File: src/rtl/fetch_ctrl_pkg.sv
// Shared encodings for the fetch stage: next-PC select codes, sequencer states
// and the branch-offset helper.
package fetch_ctrl_pkg;

  localparam logic [2:0] NPC_PC4 = 3'd0;
  localparam logic [2:0] NPC_BEQ = 3'd1;
  localparam logic [2:0] NPC_J   = 3'd2;
  localparam logic [2:0] NPC_JR  = 3'd3;

  typedef enum logic [1:0] {
    ST_BOOT  = 2'd0,
    ST_FETCH = 2'd1,
    ST_HOLD  = 2'd2,
    ST_DROP  = 2'd3
  } fetch_state_e;

  function automatic logic [31:0] br_offset(input logic [15:0] imm);
    return {{14{imm[15]}}, imm, 2'b00};
  endfunction

endpackage

File: src/rtl/fetch_ctrl_npc_calc.sv
// Combinational next-PC select for the instruction leaving F; zero latency,
// no flow control of its own.
module npc_calc
  import fetch_ctrl_pkg::*;
(
  input  logic [31:0] f_pc,
  input  logic [31:0] d_pc,
  input  logic [25:0] imm26,
  input  logic [31:0] ra,
  input  logic        b_jump,
  input  logic [2:0]  npc_op,
  output logic [31:0] npc
);

  always_comb begin
    npc = f_pc + 32'd4;
    case (npc_op)
      NPC_BEQ: if (b_jump) npc = d_pc + 32'd4 + br_offset(imm26[15:0]);
      NPC_J:   npc = {d_pc[31:28], imm26, 2'b00};
      NPC_JR:  npc = ra;
      default: npc = f_pc + 32'd4;
    endcase
  end

endmodule

File: src/rtl/fetch_ctrl.sv
// F-stage PC owner and single-outstanding imem sequencer; instruction passes through
// in the ack cycle, is buffered while stalled, and flushes drain any in-flight request.
module fetch_ctrl
  import fetch_ctrl_pkg::*;
#(
  parameter logic [31:0] RESET_PC   = 32'h0000_3000,
  parameter logic [31:0] EXC_VECTOR = 32'h0000_4180
) (
  input  logic        clk,
  input  logic        reset,
  input  logic        stall,
  input  logic [2:0]  npc_op,
  input  logic        b_jump,
  input  logic [25:0] imm26,
  input  logic [31:0] ra,
  input  logic [31:0] d_pc,
  input  logic        exc_req,
  input  logic        eret_req,
  input  logic [31:0] epc,
  output logic        im_req,
  output logic [31:0] im_addr,
  input  logic        im_ack,
  input  logic [31:0] im_rdata,
  output logic [31:0] f_pc,
  output logic [31:0] f_instr,
  output logic        f_valid,
  output logic        f_adel,
  output logic        fetch_wait,
  output logic [31:0] pc8
);

  fetch_state_e state_q, state_d;
  logic [31:0]  pc_q, pc_d;
  logic [31:0]  hold_q, hold_d;
  logic [31:0]  tgt_q, tgt_d;
  logic [31:0]  npc;
  logic         flush;
  logic [31:0]  flush_tgt;
  logic         misal;

  npc_calc u_npc_calc (
    .f_pc   (pc_q),
    .d_pc   (d_pc),
    .imm26  (imm26),
    .ra     (ra),
    .b_jump (b_jump),
    .npc_op (npc_op),
    .npc    (npc)
  );

  assign flush     = exc_req | eret_req;
  assign flush_tgt = exc_req ? EXC_VECTOR : epc;
  assign misal     = (pc_q[1:0] != 2'b00);

  always_ff @(posedge clk or negedge reset) begin
    if (!reset) begin
      state_q <= ST_BOOT;
      pc_q    <= RESET_PC;
      hold_q  <= '0;
      tgt_q   <= '0;
    end else begin
      state_q <= state_d;
      pc_q    <= pc_d;
      hold_q  <= hold_d;
      tgt_q   <= tgt_d;
    end
  end

  always_comb begin
    state_d = state_q;
    pc_d    = pc_q;
    hold_d  = hold_q;
    tgt_d   = tgt_q;
    im_req  = 1'b0;
    f_valid = 1'b0;
    f_instr = '0;
    f_adel  = 1'b0;
    case (state_q)
      ST_BOOT: state_d = ST_FETCH;

      ST_FETCH: begin
        if (misal) begin
          // Misaligned PC: offer an address-error slot without touching the bus.
          f_valid = ~flush;
          f_adel  = ~flush;
          if (flush)       pc_d = flush_tgt;
          else if (!stall) pc_d = npc;
        end else begin
          im_req = 1'b1;
          if (im_ack) begin
            f_instr = im_rdata;
            f_valid = ~flush;
            if (flush) begin
              pc_d = flush_tgt;
            end else if (stall) begin
              hold_d  = im_rdata;
              state_d = ST_HOLD;
            end else begin
              pc_d = npc;
            end
          end else if (flush) begin
            // The bus cannot cancel, so wait out the ack before redirecting.
            tgt_d   = flush_tgt;
            state_d = ST_DROP;
          end
        end
      end

      ST_HOLD: begin
        f_instr = hold_q;
        f_valid = ~flush;
        if (flush) begin
          pc_d    = flush_tgt;
          state_d = ST_FETCH;
        end else if (!stall) begin
          pc_d    = npc;
          state_d = ST_FETCH;
        end
      end

      ST_DROP: begin
        im_req = 1'b1;
        if (flush) tgt_d = flush_tgt;
        if (im_ack) begin
          pc_d    = flush ? flush_tgt : tgt_q;
          state_d = ST_FETCH;
        end
      end

      default: state_d = ST_BOOT;
    endcase
  end

  assign im_addr    = pc_q;
  assign f_pc       = pc_q;
  assign pc8        = pc_q + 32'd8;
  assign fetch_wait = ~f_valid;

endmodule

File: config.mk
export PLATFORM = sky130hd
export DESIGN_NAME = fetch_ctrl
export DESIGN_NICKNAME = d
export VERILOG_FILES = /design/src/rtl/fetch_ctrl_pkg.sv /design/src/rtl/fetch_ctrl_npc_calc.sv /design/src/rtl/fetch_ctrl.sv
export SDC_FILE = /design/constraint.sdc
export NUM_CORES = 1
export LEC_CHECK = 0
export CAP_MARGIN = 20
export CORE_ASPECT_RATIO = 1.5
export CORE_MARGIN = 5
export CORE_UTILIZATION = 39
export DETAILED_ROUTE_END_ITERATION = 8
export PLACE_DENSITY = 0.68
export SLEW_MARGIN = 10
export SYNTH_ARGS = -nofsm -noshare
export SYNTH_HDL_FRONTEND = slang
export SYNTH_HIERARCHICAL = 1
export SYNTH_SLANG_ARGS = --single-unit
File: constraint.sdc
create_clock -name clk -period 3.15 [get_ports clk]
set_clock_uncertainty 0.05 [all_clocks]
set_input_delay 0.7875 -clock clk [delete_from_list [all_inputs] [get_ports clk]]
set_output_delay 0.7875 -clock clk [all_outputs]
set_load 0.02 [all_outputs]
==> results.cfg <==
[setup_path]
end_kind = flop
crit_type = in -> reg
critPathLaunchType = input port
cp_num_buf_inv = 3
worst-endpoint-arrival_ns = 3.96
critPathMaxFanout = 3
cp_top_family = compound AO/OA/AOI/OAI gates
timing.rr.start = f_pc[6]$_DFFE_PN0P_
r2r_setup_slack_ns = 0.15
max_stage_delay_ns = 0.38
cp-startpoint = imm26[1]
slowest_stage = a2111o_1
worstPathRequired_ns = 3.33
cp_cell_sequence = buf_8 -> ha_4 -> ha_4 -> inv_2 -> fa_2 -> and2b_1 -> o2111ai_2 -> buf_4 -> a211oi_4 -> nor3_4 -> a2111o_1 -> o211ai_1 -> xnor2_1 -> a21oi_1 -> mux2_4 -> nand2_2 -> a21oi_2 -> mux2_4

[floorplanning]
start_util_pct = 39.6
io_pins = 296
die_y_um = 206
die_area_mm2 = 0.0290
rows = 71
core_area_mm2 = 0.0252
dieWidth_um = 141

[final_layout]
synthToLayoutAreaGrowth_pct = 57.7
fin_cells = 1927
ff_latch_area_mm2 = 0.00245
fin_area_mm2 = 0.0158
final_common_cell = clkdlybuf4s50_1
final_nets = 1824
multi_input_area_mm2 = 0.00782
drive_gt1_share_pct = 30.5
post-route-util_pct = 62.5
fill_cells = 2133
layout_common_cells = clkdlybuf4s50_1, buf_4, nand2_1, dfrtp_1, a21oi_1
antenna-diode-count = 0

[timing]
drv_slew = 0
max_freq_mhz = 264
min_period_ns = 3.78
tightest_slew_ns = 0.635
timing.final.ws_setup_ns = -0.632
final.setup.tns_ns = -9.40
maxSlewHeadroom_pct = 57.7
setup_violations = 22
final.period_utilization_pct = 120
rsz0062_at_grt = true
hold_viol = 0

[placed_design]
place.port_buffers = 295
dpl.cell_count = 1887
place.gp.congestion = 0.922
post-dp-hpwl_um = 29400
place_area_mm2 = 0.0145

[routing]
vias = 10600
drc = 0
drt-pass1-iter-count = 5
drt_wl_total_um = 37700
ant_nets = 0
drt-vias-per-instance = 5.51
wire_per_inst_um = 19.5
drtIter0Drc = 611

[logic_synthesis]
ys.warnings.count = 6
synth_cells = 1182
async_reset_ff_share_pct = 100
ys.flop_type = dfrtp_1
ys_seq_elements = 98
synth.cell_area_mm2 = 0.0100
synth_edf_count = 0
syn-mean-instance-area_um2 = 8.46
ys_seq_area_share_pct = 24.6
synth_top_area_cell = dfrtp_1
synth_top_area_share_pct = 24.0
synth_fp_nets = 1411
synth_area_leaders = dfrtp_1, ha_1, mux2_2, nand2_1, xnor2_1
synth_cell_types = 74

[pwr]
power_density_mw_per_mm2 = 690
p_leak_uw = 0.00679
peakVddDrop_mv = 0.594

[clocking]
hold_buffers = 0
root_buffer = clkbuf_16
cts_buffers = 9
cts_tree = built
clock_latency_ns = 0.34
cts_sinks = 98
h-tree-depth = 3
cts_buffer_depth = 2
clk_pin_slew_ns = 0.06

[global_routing]
antenna_found_initial = 0
grt_pass1_vias = 10800
track_usage_pct = 25.0
grt_max_degree = 66
grt_first_pass_wirelength_um = 58700
grt-ovfl-total = 0

[run]
maxCapViolations = 0

[status]
status = complete, but fails checks
violations = setup timing

[worst_hold_path]
hold_class = in -> async
==> repair_timing <==
| action | CTS | global route |
|---|---|---|
| setup endpoints to repair | 81 | 67 |
| resized for setup | 247 | 57 |
| pin swaps | 66 | 40 |
| buffers inserted | 18 | 6 |
| gates cloned | 0 | 0 |
==> cell families (layout without fill, tap and decap cells) <==
| family | count (synthesis) | count (layout) | synth area share (%) |
|---|---|---|---|
| and+or+nand+nor | 353 | 353 | 17.8 |
| buffers and inverters | 139 | 556 | 7.18 |
| AOI/OAI and AO/OA | 345 | 345 | 22.7 |
| DFF | 98 | 98 | 24.6 |
| muxes | 102 | 102 | 12.5 |
| xor gates and xnor gates | 80 | 80 | 7.01 |
| adders and majority gates | 65 | 65 | 8.21 |
==> final cells by class <==
| cell class | count | share of cell area (%) |
|---|---|---|
| clock buffers | 13 | 1.59 |
| clock inverters | 2 | 0.238 |
| inverters | 28 | 0.667 |
| multi-input cells | 945 | 49.6 |
| flip-flops and latches | 98 | 15.6 |
| well taps | 328 | 2.60 |
| repair buffers | 513 | 29.7 |
==> Yosys cell counts, types with 11 or more instances <==
cell type,number
a21o_1,16
a21oi_1,84
a22oi_1,33
a2bb2oi_1,31
a31oi_1,14
and3_1,26
buf_2,16
buf_4,35
clkbuf_1,51
dfrtp_1,96
ha_1,64
inv_1,26
mux2_2,62
mux2_4,30
nand2_1,153
nand2b_1,14
nand3_1,28
nand4_1,21
nor2_1,40
nor2b_1,39
o21ai_0,75
o21ai_1,11
xnor2_1,55
xor2_1,25
==> path summary, 6_finish.rpt <==
path / endpoint / depth (start not counted)
worst max register to register: f_pc[27]$_DFFE_PN0P_ / 14
max in group asynchronous: tgt_q[31]$_DFFE_PN0P_ / 2
worst min register to register: tgt_q[15]$_DFFE_PN0P_ / 2
worst min-delay path: hold_q[19]$_DFFE_PN0P_ / 1
worst max-delay path: f_pc[29]$_DFFE_PN0P_ / 18
min in group clk: tgt_q[15]$_DFFE_PN0P_ / 2
==> routing by layer <==
layer	global-route usage [%]	part of all wire, %	up-vias
met2	45.2	50	375
li1	-	-	5091
met3	3.75	5.6	54
met4	8.41	2.9	0
met1	30.3	41	5090
met5	0	0	-
==> metrics by stage <==
| step | total power, µW | hold slack [ns] | setup WS, ns |
|---|---|---|---|
| after floorplan | 6720 | 0.417 | -0.619 |
| after global placement | 9410 | 0.430 | -1.29 |
| after global routing | 11500 | 0.455 | -0.742 |
| after detailed placement | 9520 | 0.444 | -1.40 |
| final | 10900 | 0.400 | -0.632 |
| after CTS | 10700 | 0.418 | -0.643 |
==> report_power, final <==
group          internal (µW)  switching, µW
sequential              1820            449
clock                    634            452
combinational           3790           3730
==> registers in the layout, indices dropped and copies added, names as in the netlist <==
signal	cells
hold_q	32
state_q	2
f_pc	32
tgt_q	32
Note: power is estimated with default switching activity, not from simulation.
